$ cat config.mk
export PLATFORM = sky130hd
export DESIGN_NAME = mem_bus_ctrl
export DESIGN_NICKNAME = d
export VERILOG_FILES = /design/src/rtl/mem_bus_ctrl.sv
export SDC_FILE = /design/constraint.sdc
export NUM_CORES = 1
export LEC_CHECK = 0
export ABC_AREA = 1
export CAP_MARGIN = 15
export CORE_MARGIN = 2
export CORE_UTILIZATION = 48
export DETAILED_ROUTE_END_ITERATION = 10
export PLACE_DENSITY = 0.85
export SLEW_MARGIN = 30
export SYNTH_ARGS = -nofsm -noshare
export SYNTH_HDL_FRONTEND = slang
export SYNTH_SLANG_ARGS = --single-unit
$ cat constraint.sdc
create_clock -name clk -period 3.9 [get_ports clk]
set_input_delay 0.39 -clock clk [delete_from_list [all_inputs] [get_ports clk]]
set_output_delay 0.39 -clock clk [all_outputs]
set_load 0.03 [all_outputs]
$ cat src/rtl/mem_bus_ctrl.sv
// Load/store bus controller below the MEM stage: aligns, byte-enables and extends data accesses.
// Latency: detect in cycle N, bus request from N+1, data and stall release earliest at N+2.
// Backpressure: StallOut holds the pipeline from detect until DONE. Illegal accesses are not stalled.
//
// Optional feature: define MEM_BUS_TIMEOUT_EN to abort a request after TIMEOUT REQ cycles without ack.
//
// Ports:
//   clk, rst                      clock (rising edge), asynchronous active-low reset
//   MemReadIn, MemWriteIn         load / store request from the MEM stage
//   AddrIn, WriteDataIn, Funct3In byte address, LSB-justified store data, access size/sign
//   ReadDataOut                   extended load result, updated only on load completion
//   StallOut                      hold upstream pipeline registers
//   ErrOut                        one-cycle pulse on misaligned/illegal/conflict/timeout
//   BusReqOut, BusWeOut           bus request (held until ack), write enable
//   BusAddrOut, BusBeOut          word address, byte enables
//   BusWdataOut                   store data shifted into its byte lane
//   BusAckIn, BusRdataIn          single-cycle acknowledge, read word valid with ack
module mem_bus_ctrl #(
  parameter int unsigned TIMEOUT  = 255,
  parameter logic [31:0] ERR_DATA = 32'hDEAD_BEEF
) (
  input  logic        clk,
  input  logic        rst,
  input  logic        MemReadIn,
  input  logic        MemWriteIn,
  input  logic [31:0] AddrIn,
  input  logic [31:0] WriteDataIn,
  input  logic [2:0]  Funct3In,
  output logic [31:0] ReadDataOut,
  output logic        StallOut,
  output logic        ErrOut,
  output logic        BusReqOut,
  output logic        BusWeOut,
  output logic [31:0] BusAddrOut,
  output logic [3:0]  BusBeOut,
  output logic [31:0] BusWdataOut,
  input  logic        BusAckIn,
  input  logic [31:0] BusRdataIn
);

  typedef enum logic [1:0] {
    IDLE = 2'b00,
    REQ  = 2'b01,
    DONE = 2'b10
  } state_t;

  state_t state_q, state_d;

  // ---------------------------------------------------------------------------
  // Access decode (only acted on in IDLE)
  // ---------------------------------------------------------------------------
  logic       access;
  logic [1:0] lane;
  logic       is_half;
  logic       is_word;
  logic       illegal_f3;
  logic       misaligned;
  logic       store_bad;
  logic       conflict;
  logic       bad_access;
  logic       start;
  logic [3:0] be_c;
  logic [31:0] wdata_c;

  assign access  = MemReadIn | MemWriteIn;
  assign lane    = AddrIn[1:0];
  assign is_half = (Funct3In[1:0] == 2'b01);
  assign is_word = (Funct3In[1:0] == 2'b10);

  // 011, 111 (size field 11) and 110 (unsigned word) have no meaning.
  assign illegal_f3 = (Funct3In[1:0] == 2'b11) || (Funct3In == 3'b110);
  assign misaligned = (is_half && lane[0]) || (is_word && (lane != 2'b00));
  // Stores have no signedness; the unsigned encodings are rejected.
  assign store_bad  = MemWriteIn && Funct3In[2];
  assign conflict   = MemReadIn && MemWriteIn;

  assign bad_access = access && (conflict || illegal_f3 || store_bad || misaligned);
  assign start      = access && !bad_access;

  always_comb begin
    be_c = 4'b0000;
    unique case (Funct3In[1:0])
      2'b00:   be_c = 4'b0001 << lane;
      2'b01:   be_c = 4'b0011 << lane;
      2'b10:   be_c = 4'b1111;
      default: be_c = 4'b0000;
    endcase
  end

  assign wdata_c = WriteDataIn << {lane, 3'b000};

  // ---------------------------------------------------------------------------
  // Load extraction from the returned bus word
  // ---------------------------------------------------------------------------
  logic        ld_q;
  logic [2:0]  ld_f3_q;
  logic [1:0]  ld_lane_q;
  logic [31:0] rdata_shifted;
  logic [31:0] load_ext;

  assign rdata_shifted = BusRdataIn >> {ld_lane_q, 3'b000};

  always_comb begin
    load_ext = rdata_shifted;
    unique case (ld_f3_q)
      3'b000:  load_ext = {{24{rdata_shifted[7]}}, rdata_shifted[7:0]};
      3'b001:  load_ext = {{16{rdata_shifted[15]}}, rdata_shifted[15:0]};
      3'b100:  load_ext = {24'h0, rdata_shifted[7:0]};
      3'b101:  load_ext = {16'h0, rdata_shifted[15:0]};
      default: load_ext = rdata_shifted;
    endcase
  end

  // ---------------------------------------------------------------------------
  // Optional request timeout
  // ---------------------------------------------------------------------------
  logic timeout_hit;

`ifdef MEM_BUS_TIMEOUT_EN
  localparam logic [31:0] TIMEOUT_LAST = 32'(TIMEOUT - 1);

  logic [31:0] to_cnt_q;

  // Counts REQ cycles; fires in the TIMEOUT-th REQ cycle that sees no ack.
  always_ff @(posedge clk or negedge rst) begin
    if (!rst) begin
      to_cnt_q <= 32'h0;
    end else if (state_q == REQ) begin
      to_cnt_q <= to_cnt_q + 32'h1;
    end else begin
      to_cnt_q <= 32'h0;
    end
  end

  assign timeout_hit = (state_q == REQ) && !BusAckIn && (to_cnt_q == TIMEOUT_LAST);
`else
  // No counter: REQ waits for ack indefinitely. TIMEOUT stays referenced so
  // both builds share one parameter list.
  assign timeout_hit = 1'b0 && (TIMEOUT == 0);
`endif

  // ---------------------------------------------------------------------------
  // FSM
  // ---------------------------------------------------------------------------
  always_ff @(posedge clk or negedge rst) begin
    if (!rst) begin
      state_q <= IDLE;
    end else begin
      state_q <= state_d;
    end
  end

  logic stall_c;

  always_comb begin
    state_d = state_q;
    stall_c = 1'b0;
    unique case (state_q)
      IDLE: begin
        // Stall in the detect cycle so the pipeline holds the access.
        if (start) begin
          stall_c = 1'b1;
          state_d = REQ;
        end
      end
      REQ: begin
        stall_c = 1'b1;
        if (BusAckIn || timeout_hit) begin
          state_d = DONE;
        end
      end
      DONE: begin
        // Pipeline advances on this edge; the held access must not restart.
        state_d = IDLE;
      end
      default: state_d = IDLE;
    endcase
  end

  // Reset forces the stall low even if the MEM stage is still presenting an access.
  assign StallOut = stall_c & rst;

  // ---------------------------------------------------------------------------
  // Registered bus outputs, error pulse and load result
  // ---------------------------------------------------------------------------
  always_ff @(posedge clk or negedge rst) begin
    if (!rst) begin
      ReadDataOut <= 32'h0;
      ErrOut      <= 1'b0;
      BusReqOut   <= 1'b0;
      BusWeOut    <= 1'b0;
      BusAddrOut  <= 32'h0;
      BusBeOut    <= 4'b0000;
      BusWdataOut <= 32'h0;
      ld_q        <= 1'b0;
      ld_f3_q     <= 3'b000;
      ld_lane_q   <= 2'b00;
    end else begin
      ErrOut <= 1'b0;
      unique case (state_q)
        IDLE: begin
          if (bad_access) begin
            ErrOut <= 1'b1;
          end else if (start) begin
            BusReqOut   <= 1'b1;
            BusWeOut    <= MemWriteIn;
            BusAddrOut  <= {AddrIn[31:2], 2'b00};
            BusBeOut    <= be_c;
            BusWdataOut <= MemWriteIn ? wdata_c : 32'h0;
            ld_q        <= MemReadIn;
            ld_f3_q     <= Funct3In;
            ld_lane_q   <= lane;
          end
        end
        REQ: begin
          // Ack wins over a timeout landing in the same cycle.
          if (BusAckIn) begin
            BusReqOut <= 1'b0;
            if (ld_q) begin
              ReadDataOut <= load_ext;
            end
          end else if (timeout_hit) begin
            BusReqOut <= 1'b0;
            ErrOut    <= 1'b1;
            if (ld_q) begin
              ReadDataOut <= ERR_DATA;
            end
          end
        end
        default: begin
        end
      endcase
    end
  end

endmodule

# Word level (Yosys, flattened, before mapping)
# Index checks and enable logic that the tools add are counted.
# word_totals
wordCells	64
romBits	0
inputBits	104
latchBits	0
register_bits	109
n_memories	0
ram_bits	0
out_inout_bits	104
# op_classes
n_reduce_logical	21
shifts	4
order_cmp	0
eq_ne	11
n_div	0
mux	14
multipliers	0
n_addsub	0
n_bitwise	3
# op_table
operator	n
32-bit one-hot mux with 4 select lines	1
32-bit two-way mux	1
32-bit by 5-bit left shift with 32-bit output	1
32-bit by 5-bit >> shifter with 32-bit output	1
4-bit one-hot mux with 3 select lines	1
3-bit equality test, second input constant	3
1-bit logical AND	6
1-bit two-way mux	6
2-bit != test, second input constant	3
3-bit AND reduction	2
1-bit logical OR	5
2-bit by 1-bit equality test with 1-bit output, second input constant	2
2-bit equality test, second input constant	2
2-bit logical NOT	2
2-bit two-way mux	2
1-bit one-hot mux with 2 select lines	2
2-bit one-hot mux with 2 select lines	1
4-bit AND reduction	1
2-bit nonzero test	2
1-bit by 2-bit left shift with 4-bit output, first input constant	1
2-bit by 2-bit left shift with 4-bit output, first input constant	1
3-bit by 1-bit equality test with 1-bit output, second input constant	1
3-bit logical NOT	1
2-bit AND reduction	1
4 further kinds	4

# Depth between registers and ports, before layout
# logic_depth
depth_word	11
depth_mapped	10

# Worst setup path before layout
# OpenSTA, ideal clock, no wires.
# synth_path
kind	input to output
start	input AddrIn[0]
end	output StallOut
stages	7
n_path_buf	2
required_time_ns	3.510
path_slack_ns	1.760
arrival_time_ns	1.750
path_cell_list	buf_6 inv_2 nor3_2 nor2_2 nand3_4 buf_6 a21boi_0
# synth_via
elab_chain_cells	10
# synth_rtl
element	line_no	text
start, declared	26	input logic [31:0] AddrIn,
2-bit nonzero test	72	assign misaligned = (is_half && lane[0]) || (is_word && (lane != 2'b00));
1-bit logical AND	72	
1-bit logical OR (*)	72	
1-bit logical OR (*)	77	assign bad_access = access && (conflict || illegal_f3 || store_bad || misaligned);
1-bit logical AND (*)	77	
1-bit logical NOT (*)	78	assign start = access && !bad_access;
1-bit logical AND (*)	78	
1-bit two-way mux (*)	161	if (start) begin
1-bit one-hot mux with 2 select lines (*)	158	unique case (state_q)
1-bit bitwise AND (*)	181	assign StallOut = stall_c & rst;
end, declared	30	output logic StallOut,
# Every way passes the cells marked *; elsewhere a longest branch is shown, timed or not.

# Worst setup path in the final report
# Same ends and word-level chain as after synthesis.

==> summary.md <==
| Metric | Value |
|---|---|
| Status | `finished clean` |
| Worst-Margin Slew | `0.8450 ns` |
| Peak fanout along the critical path | `34` |
| Placed Instances | `1,067` |
| Final instance count without filler cells | `1,083` |
| Worst Setup End Kind | `output pin` |
| CTS tree | `done` |
| Antenna cell count | `0` |
| Row Count | `39` |
| WHS | `0.09065 ns` |
| Synth Area in Compound Gates | `9.134%` |
| CP required | `3.51 ns` |
| Total Wirelength | `16,190 um` |
| DP Wirelength | `11,660 um` |
| M1 wire length | `6604 um` |
| Crit Path Class | `primary input to output pin` |
| Largest stage delay on the critical path | `0.49 ns` |
| Syn avg cell area | `7.372 um2` |
| Ys async rst share | `100.0%` |
| Simple-gate share of the synthesized area | `33.77%` |
| Number of cells on the critical path | `7` |
| First-pass DRT Iterations | `5` |
| Synth Cell Area | `5603 um2` |
| Starting DRT DRC Count | `465` |
| Post-Synth Adder-Cell Area | `0%` |
| Synth cell types | `29` |
| Share of cells above drive strength 1 | `5.851%` |
| Vias | `5,590` |
| ANT nets after route | `0` |
| CP max-delay cell | `clkdlybuf4s50_1` |
| Min-delay worst type | `primary input to async pin` |
| Delay-heaviest family, CP | `buffers and inverters` |
| Global-route wire length before repair | `25,810 um` |
| Final cycle utilization of the critical path | `69.06%` |
| DR vias/cell | `5.162` |
| Post-synth EDFFs | `0` |
| Met2 wire len | `7598 um` |
| Max Clock Freq | `371.3 MHz` |
| Worst-path clk slew | `0.07 ns` |
| # DRC | `0` |
| Post-synthesis sequential area ratio | `48.68%` |
| Startpoint Class | `primary input` |
| Wire length on met3 | `1588 um` |
| Post-CTS Setup Inserts | `0` |
| Static leakage | `0.003830 uW` |
| Root Buffer | `clkbuf_16` |
| H-tree depth | `3` |
| Mux cell area share after synthesis | `0%` |
| Worst path bufs/invs | `3` |
| Routability cong. | `0.9098` |
| Core ar. | `11,420 um2` |
| Worst Reg2Reg Path Length in Cells | `7` |
| Cell Area, Placed | `7616 um2` |
| Buffers on Ports | `205` |
| Fin. Hold Viols | `0` |
| Cells after synthesis | `760` |
| CTS hold repair buffers | `0` |
| WL/cell | `14.95 um` |
| Worst EP arrival | `2.30 ns` |
| Total negative slack | `0 ns` |
| Initial antenna violation count | `0` |
| Vias in the first global route | `5,366` |
| Tmin final | `2.693 ns` |
| Global route overflow | `0` |
| Clock buffer depth | `2` |
| VDD IR max | `0.5849 mV` |
| R2r setup slk | `1.70 ns` |
| Layout Utilization | `69.47%` |
| Pin count of the biggest net entering global routing | `59` |
| Ports | `208` |
| Syn. warnings | `0` |
| CTS Sinks | `109` |
| Post-Synth XOR/XNOR Area | `0%` |
| Crit. Startpoint | `AddrIn[0]` |
| Synth area leader | `dfrtp_1` |
| CP Cell Sequence | `clkdlybuf4s50_1 -> inv_2 -> nor3_2 -> nor2_2 -> nand3_4 -> a21boi_0 -> buf_4` |
| Total track usage | `25.75%` |
| Synth area leaders | `dfrtp_1 (49%), nand2_1 (21%), nand3_1 (6.6%), o21ai_0 (5.4%), inv_1 (3.2%)` |
| Final net count | `1,039` |
| Unrepaired setup endpoints after global routing | `no` |
| Multi-input logic area | `2411 um2` |
| # fillers | `946` |
| DR top layer | `met4` |
| Top-area cell type share of the netlist area | `48.68%` |
| Final Cell Area | `7933 um2` |
| Die area | `12,550 um2` |
| Initial Util | `49.07%` |
| Top FF cell, synth | `dfrtp_1` |
| Reg area | `2728 um2` |
| Max Transition Viols Final | `0` |
| Rel. slew slack | `43.60%` |
| Area growth syn-to-layout | `41.58%` |
| Num CTS Buffers | `9` |
| Worst skew pair latency | `0.35 ns` |
| Final setup viols | `0` |
| Register bit total from synthesis | `109` |
| PD cells | `657.7 nW/um2` |
| Skew final | `0.008614 ns` |
| Worst reg2reg path startpoint | `ld_lane_q[1]$_DFFE_PN0P_` |
| Chip Width | `112.0 um` |
| Post_cts resized | `0` |
| Largest family of logic cells by synthesized area | `simple AND/OR/NAND/NOR gates` |
| Max Cap Violations | `0` |
| Die height | `112.0 um` |
-- metal layers --
layer / GRT usage, % / vias to the layer above
li1: - / 2747
met3: 7.289 / 32
met5: 0 / -
met1: 32.57 / 2570
met2: 42.79 / 241
met4: 9.024 / 0
-- where the power goes --
group / switching, uW / internal [uW]
registers: 233 / 1510
logic: 1510 / 1010
clock network: 451 / 515
total: 2190 / 3030
-- stage by stage --
step / worst slack [ns] / power [uW]
2_1_floorplan: 1.760 / 3210
3_3_place_gp: 1.243 / 4217
3_5_place_dp: 1.217 / 4264
4_1_cts: 1.211 / 5248
5_1_grt: 1.049 / 5522
6_report: 1.207 / 5217
-- synthesized netlist by cell type, drive strengths merged (2+ instances only) --
cell type,count
a21oi,21
buf,29
clkbuf,21
dfrtp,109
inv,51
nand2,308
nand3,76
nand4,5
nor2,44
nor3,2
o211ai,7
o21ai,66
or2,17
-- kinds of logic after synthesis --
logic type	count (synthesis)
buffers and inverters	101
other	1
flip-flops	109
AO/OA/AOI/OAI	97
AND/OR/NAND/NOR	452
-- registers in the layout, summed over array words and instances (netlist names) --
name / count
BusAddrOut: 30
state_q: 2
ld_f3_q: 3
BusWeOut: 1
BusReqOut: 1
BusWdataOut: 32
BusBeOut: 4
ld_lane_q: 2
ReadDataOut: 32
ld_q: 1
ErrOut: 1
-- worst register-to-register path, cell delays in order, from the launching register on --
cell     delay [ns]
dfrtp_1        0.51
inv_1          0.58
nand2_1        0.40
inv_1          0.30
a21oi_1        0.11
nand3_1        0.12
nand2_1        0.07
inv_1          0.06
-- cell usage in the layout (no fill, tap or decap), drive strengths merged --
| master | synthesis | final |
|---|---|---|
| nand2 | 308 | 308 |
| clkdlybuf4s50 | 0 | 203 |
| dfrtp | 109 | 109 |
| nand3 | 76 | 76 |
| o21ai | 66 | 66 |
| inv | 51 | 54 |
| nor2 | 44 | 44 |
| a21oi | 21 | 21 |
| or2 | 17 | 17 |
| buf | 29 | 10 |
| clkbuf | 21 | 9 |
| o211ai | 7 | 7 |
| nand4 | 5 | 5 |
| conb | 1 | 2 |
| nor3 | 2 | 2 |
| clkinv | 0 | 2 |
| a21boi | 1 | 1 |
| o22ai | 1 | 1 |
| a31oi | 1 | 1 |
| clkinvlp | 0 | 1 |
| bufinv | 0 | 1 |
-- cell type report --
class	count	share of cell area [%]
Clock buffer	9	2.839
Clock inverter	7	1.151
Inverter	51	2.413
Multi-Input combinational cell	551	30.39
Sequential cell	109	34.38
Tap cell	143	2.256
Timing Repair Buffer	213	26.56
-- worst paths after layout --
kind | endpoint
worst max-delay path | StallOut
max in group asynchronous | ReadDataOut[2]$_DFFE_PN0P_
worst min register to register | ReadDataOut[1]$_DFFE_PN0P_
min in group clk | ReadDataOut[1]$_DFFE_PN0P_
worst max register to register | ReadDataOut[20]$_DFFE_PN0P_
worst min-delay path | ReadDataOut[25]$_DFFE_PN0P_
Power figures use the tool's default switching activity.
